<file path="src/rtl/deserializer.sv">
// deserializer
//   Reassembles an MSB-first serial stream into parallel words. A frame is a
//   run of consecutive cycles with ser_data_val_i high. Full-width frames are
//   emitted on the edge that captures the last bit. Shorter frames are emitted
//   when the valid run ends: frames of 3 or more bits are emitted left-aligned
//   with their bit count, and frames of 1 or 2 bits are dropped and flagged.
//
// Ports
//   clk_i             clock, posedge
//   arst_n_i          async reset, active low
//   ser_data_i        serial bit, frame MSB first
//   ser_data_val_i    serial bit valid
//   deser_data_o      reassembled word, MSB-aligned, unused low bits zero
//   deser_data_mod_o  valid bit count of deser_data_o (0 = full width)
//   deser_data_val_o  one-cycle strobe for deser_data_o/deser_data_mod_o
//   short_frame_o     one-cycle strobe: 1- or 2-bit frame discarded
//   busy_o            frame collection in progress
module deserializer #(
  parameter int DATA_BUS_WIDTH = 16,
  parameter int DATA_MOD_WIDTH = $clog2(DATA_BUS_WIDTH)
) (
  input  logic                      clk_i,
  input  logic                      arst_n_i,
  input  logic                      ser_data_i,
  input  logic                      ser_data_val_i,
  output logic [DATA_BUS_WIDTH-1:0] deser_data_o,
  output logic [DATA_MOD_WIDTH-1:0] deser_data_mod_o,
  output logic                      deser_data_val_o,
  output logic                      short_frame_o,
  output logic                      busy_o
);

  localparam int CW = DATA_MOD_WIDTH + 1;
  localparam logic [CW-1:0] LAST_IDX = CW'(DATA_BUS_WIDTH - 1);
  localparam logic [CW-1:0] MIN_KEEP = CW'(3);
  localparam logic [DATA_BUS_WIDTH-1:0] MSB_ONE = {1'b1, {(DATA_BUS_WIDTH-1){1'b0}}};

  typedef enum logic [1:0] {
    IDLE_S = 2'd0,
    RECV_S = 2'd1
  } state_t;

  state_t                    r_state, w_state_nxt;
  logic [DATA_BUS_WIDTH-1:0] r_shift_buf;
  logic [CW-1:0]             r_bit_cnt;

  logic                      w_capture, w_full, w_partial, w_short;
  logic [DATA_BUS_WIDTH-1:0] w_bit_vec, w_shift_nxt;

  // Each bit is written straight to its final slot (DATA_BUS_WIDTH-1-bit_cnt),
  // so the buffer is always MSB-aligned with zeros below the captured bits and
  // a partial frame needs no realignment shift.
  assign w_bit_vec   = MSB_ONE >> r_bit_cnt;
  assign w_shift_nxt = ser_data_i ? (r_shift_buf | w_bit_vec) : r_shift_buf;

  always_comb begin
    w_state_nxt = r_state;
    w_capture   = 1'b0;
    w_full      = 1'b0;
    w_partial   = 1'b0;
    w_short     = 1'b0;
    case (r_state)
      IDLE_S: begin
        if (ser_data_val_i) begin
          w_capture   = 1'b1;
          w_state_nxt = RECV_S;
        end
      end
      RECV_S: begin
        if (ser_data_val_i) begin
          w_capture = 1'b1;
          if (r_bit_cnt == LAST_IDX) begin
            w_full      = 1'b1;
            w_state_nxt = IDLE_S;
          end
        end else begin
          // Valid run ended early: keep 3+ bit frames, flag 1-2 bit runs.
          if (r_bit_cnt >= MIN_KEEP) w_partial = 1'b1;
          else                       w_short   = 1'b1;
          w_state_nxt = IDLE_S;
        end
      end
      default: begin
`ifdef SYNTHESIS
        w_state_nxt = IDLE_S;
`else
        w_state_nxt = state_t'('x);
`endif
      end
    endcase
  end

  always_ff @(posedge clk_i or negedge arst_n_i) begin
    if (!arst_n_i) begin
      r_state <= IDLE_S;
    end else begin
      r_state <= w_state_nxt;
    end
  end

  always_ff @(posedge clk_i or negedge arst_n_i) begin
    if (!arst_n_i) begin
      r_shift_buf      <= '0;
      r_bit_cnt        <= '0;
      deser_data_o     <= '0;
      deser_data_mod_o <= '0;
      deser_data_val_o <= 1'b0;
      short_frame_o    <= 1'b0;
    end else begin
      deser_data_val_o <= 1'b0;
      short_frame_o    <= 1'b0;
      if (w_full) begin
        deser_data_o     <= w_shift_nxt;
        deser_data_mod_o <= '0;
        deser_data_val_o <= 1'b1;
        r_shift_buf      <= '0;
        r_bit_cnt        <= '0;
      end else if (w_partial) begin
        deser_data_o     <= r_shift_buf;
        deser_data_mod_o <= r_bit_cnt[DATA_MOD_WIDTH-1:0];
        deser_data_val_o <= 1'b1;
        r_shift_buf      <= '0;
        r_bit_cnt        <= '0;
      end else if (w_short) begin
        short_frame_o    <= 1'b1;
        r_shift_buf      <= '0;
        r_bit_cnt        <= '0;
      end else if (w_capture) begin
        r_shift_buf      <= w_shift_nxt;
        r_bit_cnt        <= r_bit_cnt + 1'b1;
      end
    end
  end

  assign busy_o = (r_state == RECV_S);

endmodule

</file>
<file path="config.mk">
export PLATFORM = sky130hd
export DESIGN_NAME = deserializer
export DESIGN_NICKNAME = d
export VERILOG_FILES = /design/src/rtl/deserializer.sv
export SDC_FILE = /design/constraint.sdc
export NUM_CORES = 1
export LEC_CHECK = 0
export CORE_UTILIZATION = 42
export CTS_BUF_LIST = sky130_fd_sc_hd__clkbuf_16
export CTS_CLUSTER_SIZE = 16
export DETAILED_ROUTE_END_ITERATION = 8
export SYNTH_ARGS = -nofsm -noshare
export SYNTH_HDL_FRONTEND = slang
export SYNTH_SLANG_ARGS = --single-unit
export TNS_END_PERCENT = 20
</file>
<file path="constraint.sdc">
create_clock -name clk_i -period 2.8 [get_ports clk_i]
set_clock_uncertainty 0.2 [all_clocks]
set_input_delay 0.56 -clock clk_i [delete_from_list [all_inputs] [get_ports clk_i]]
set_output_delay 0.56 -clock clk_i [all_outputs]
set_load 0.1 [all_outputs]
</file>
==> results.txt <==
The met1 track utilization from global routing is 27.6%. The largest net degree at the start of global routing is 24. The maximum root-to-sink buffer count came out at 2.

After synthesis, the largest family of logic cells by area is compound AO/OA/AOI/OAI gates. The fraction of the cycle the final worst path needs came out at 93.8%. The signed area change from the synthesized netlist to the final layout came out at 21.6%. The register-to-register setup slack came out at 0.17 ns. After synthesis, the mean cell area works out to 10.6 um2. The clock drives 44 sinks. TritonCTS built the clock tree. The total placed cells including tap cells came out at 264. In this run, distinct cell masters in the synthesized netlist total 32.

The post-cts repair resize count is 0. Setup repair after global routing left no endpoint under its margin. The total track usage came out at 20.4%.

The flow ran to the end, but the final reports show violations. The post-synthesis simple-gate area fraction is 14.1%. The area taken by flip-flops and latches came out at 1100 um2. The routed wirelength normalized by instance count is 16.7 um. The fraction of met2 tracks used by global routing is 31.4%. The count of final max-slew check failures came out at 0.

For this block, the initial DRC count from the detailed router was 214. Counting every net in the synthesized netlist gives 197. The worst setup path is launched from a flop. The number of setup buffers added after CTS is 0. The cell count after synthesis came out at 186. Summed over all layers, the routed wires come to 4530 um. The worst path needs 2.63 ns of the cycle, external delays included.

Setup violations remaining at the end of the flow were counted as 0. In this run, synthesis inferred 0 flip-flops with an integrated enable. The portion of netlist area occupied by mux cells is 1.14%. The cell sitting at the root of the clock tree is a clkbuf_16. The top-level port count came out at 27. The kind of cell with the highest combined delay along the critical path is compound AO/OA/AOI/OAI gates. The final core area utilization is 54.0%. The die covers 4980 um2. Power spread over the standard cell area amounts to 932 nW/um2. The global routing stage identified its most utilized layer as met2. The sum of overflow across all layers after global routing is 0.

The sum of buffers and inverters on the critical path is 1. Detailed placement ended at an HPWL of 3090 um. The clock network latency to the later pin of the worst-skew pair is 0.29 ns. The number of buffers created by CTS is 5. The total of flip-flops plus latches after synthesis is 44. The post-synthesis xor/xnor area fraction came out at 0.444%. The mapped cell area came out at 1970 um2.

The area fraction in compound gates after synthesis is 18.9%. The async set or reset register ratio after synthesis is 100%. The leakage power total came out at 1.18 nW. The design draws 2.24 mW. The core box area came out at 4440 um2. The via count of the first global-routing pass came out at 1566.

The ratio of cells with drive above 1 in the final layout is 21.0%. The required arrival time at the worst endpoint came out at 2.77 ns. The final cell count without fillers is 271.

The number of nets at the end of the flow is 230. The transition time at the pin with the least slew margin came out at 0.868 ns. The H-tree depth is 2. The die is 70.6 um tall. Static timing analysis puts the maximum clock frequency at 0.381 GHz. The number of hold buffers added after CTS was 0.

The met3 capacity usage during global routing is 5.84%. The count of synthesis-stage warnings from yosys is 0. The most frequently used flop master after synthesis is dfrtp_1. Traced cell by cell, the critical path runs through ha_1 -> or4_4 -> a211o_4 -> nand2_4 -> inv_2 -> a221o_1. The worst setup path is captured at a flop. The hold violation total from the final report came out at 0. The first global-routing pass estimated 7700 um of wire. The master of the slowest instance on the critical path is or4_4. The tightest slew margin relative to the limit came out at 41.7%.

The area taken by multi-input logic gates came out at 772 um2. Across the run, the number of max-cap violations was 0. The count of standard-cell rows is 24. The count of vias placed by the detailed router came out at 1538. The initial antenna violation count is 0.

The DRC violations left is 6. The final antenna-violating net count came out at 0. The diode insertion count for antenna repair is 0. The vias per cell is 5.68.

The initial utilization of the core area, before any placement, comes to 44.4%. The clock slew seen by the registers of the worst setup and hold paths is 0.06 ns. The die is 70.6 um wide. IR analysis of the VDD net gives a maximum drop of 668 uV. Of the synthesized area, sequential elements account for 55.8%. The post-synthesis share of cell area spent on full adders, half adders and majority gates came out at 4.44%. The layout filler cell count came out at 409.

The number of port buffers is 26. The final weighted congestion of routability-driven global placement is 0.818. The critical path is of the reg2reg type. The worst hold slack is 0.0293 ns.

The worst stage delay on the critical path came out at 0.54 ns. In this run the worst hold path is classified as in2async. The first-pass iteration count of the detailed router came out at 6. The final setup TNS came out at 0 ns. Along the worst path, the maximum fanout reaches 17. The data arrival time of the critical path came out at 2.60 ns. The final reports fail on design-rule violations.
==> flip-flops by register name, indices dropped and copies added (netlist names) <==
signal and cells:
deser_data_val_o 1, r_shift_buf 16, deser_data_mod_o 4, r_state 1, short_frame_o 1, r_bit_cnt 5
deser_data_o 16
==> cells in the final DEF (no fill, tap or decap), drive strengths merged, types with 2 or more instances in the layout <==
master / instances
o211ai: 6
o31ai: 2
nor3: 2
a21oi: 11
nand2: 7
clkbuf: 5
nor2b: 3
clkdlybuf4s50: 2
a31oi: 6
or4: 2
o22ai: 3
buf: 33
a21boi: 6
a221o: 10
o21ai: 3
nand3: 13
dfrtp: 44
mux2: 2
inv: 16
and3: 6
ha: 7
nor2: 20
==> final timing paths <==
| check | start | to | cells after the start |
|---|---|---|---|
| setup / recovery | r_bit_cnt[1] | deser_data_o[13] | 6 |
| hold reg to reg | r_shift_buf[4] | r_shift_buf[4] | 2 |
| setup reg to reg | r_bit_cnt[1] | deser_data_o[13] | 6 |
| max in group asynchronous | arst_n_i | r_shift_buf[8] | 2 |
| hold / removal | arst_n_i | deser_data_o[9] | 1 |
| min in group clk_i | r_shift_buf[4] | r_shift_buf[4] | 2 |
==> per-layer routing <==
metal | up-vias | wire length [um]
met4 | 0 | 23
met2 | 42 | 2180
met3 | 2 | 224
met5 | - | 0
met1 | 765 | 2100
li1 | 729 | -
==> synth_stat cells (all sizes together), types with 2 or more instances <==
library cell  instances  area, um2
and3                  6       37.5
dfrtp                44       1100
o211ai                6       45.0
mux2                  2       22.5
o22ai                 3       18.8
nor2b                 3       18.8
nor3                  2       10.0
a31oi                 6       37.5
a221o                10        100
o31ai                 2       15.0
or4                   2       18.8
nor2                 20       75.1
a21oi                11       55.1
ha                    7       87.6
nand3                13       65.1
o21ai                 3       15.0
nand2                 7       33.8
inv                  16       60.1
a21boi                6       45.0
clkbuf                8       30.0
==> logic make-up (layout without fill, tap and decap cells) <==
group,count (synthesis),count (layout)
and+or+nand+nor,56,56
AOI/OAI and AO/OA,51,51
DFF,44,44
buffers and inverters,25,58
adders and majority gates,7,7
muxes,2,2
xor gates and xnor gates,1,1
==> report_power, final <==
part,internal (mW),switching [mW],leakage (nW),total [mW]
Clock,0.324,0.239,0.0657,0.563
Sequential,0.729,0.0626,0.593,0.791
Combinational,0.213,0.671,0.519,0.884
Total,1.27,0.972,1.18,2.24
==> through the flow <==
step / area, um2 / setup WS, ns
global placement: 2260 / 0.189
CTS: 2400 / 0.168
finish: 2400 / 0.173
floorplan: 1970 / 0.261
global route: 2400 / 0.0879
detailed placement: 2260 / 0.177
==> area by class of cell <==
class	count	area share [%]
Clock inverter	2	0.521
Multi-Input combinational cell	117	32.2
Sequential cell	44	45.9
Tap cell	52	2.71
Inverter	16	2.50
Clock buffer	5	5.21
Timing Repair Buffer	35	11.0
No activity file was read; power rests on OpenSTA's default activity.
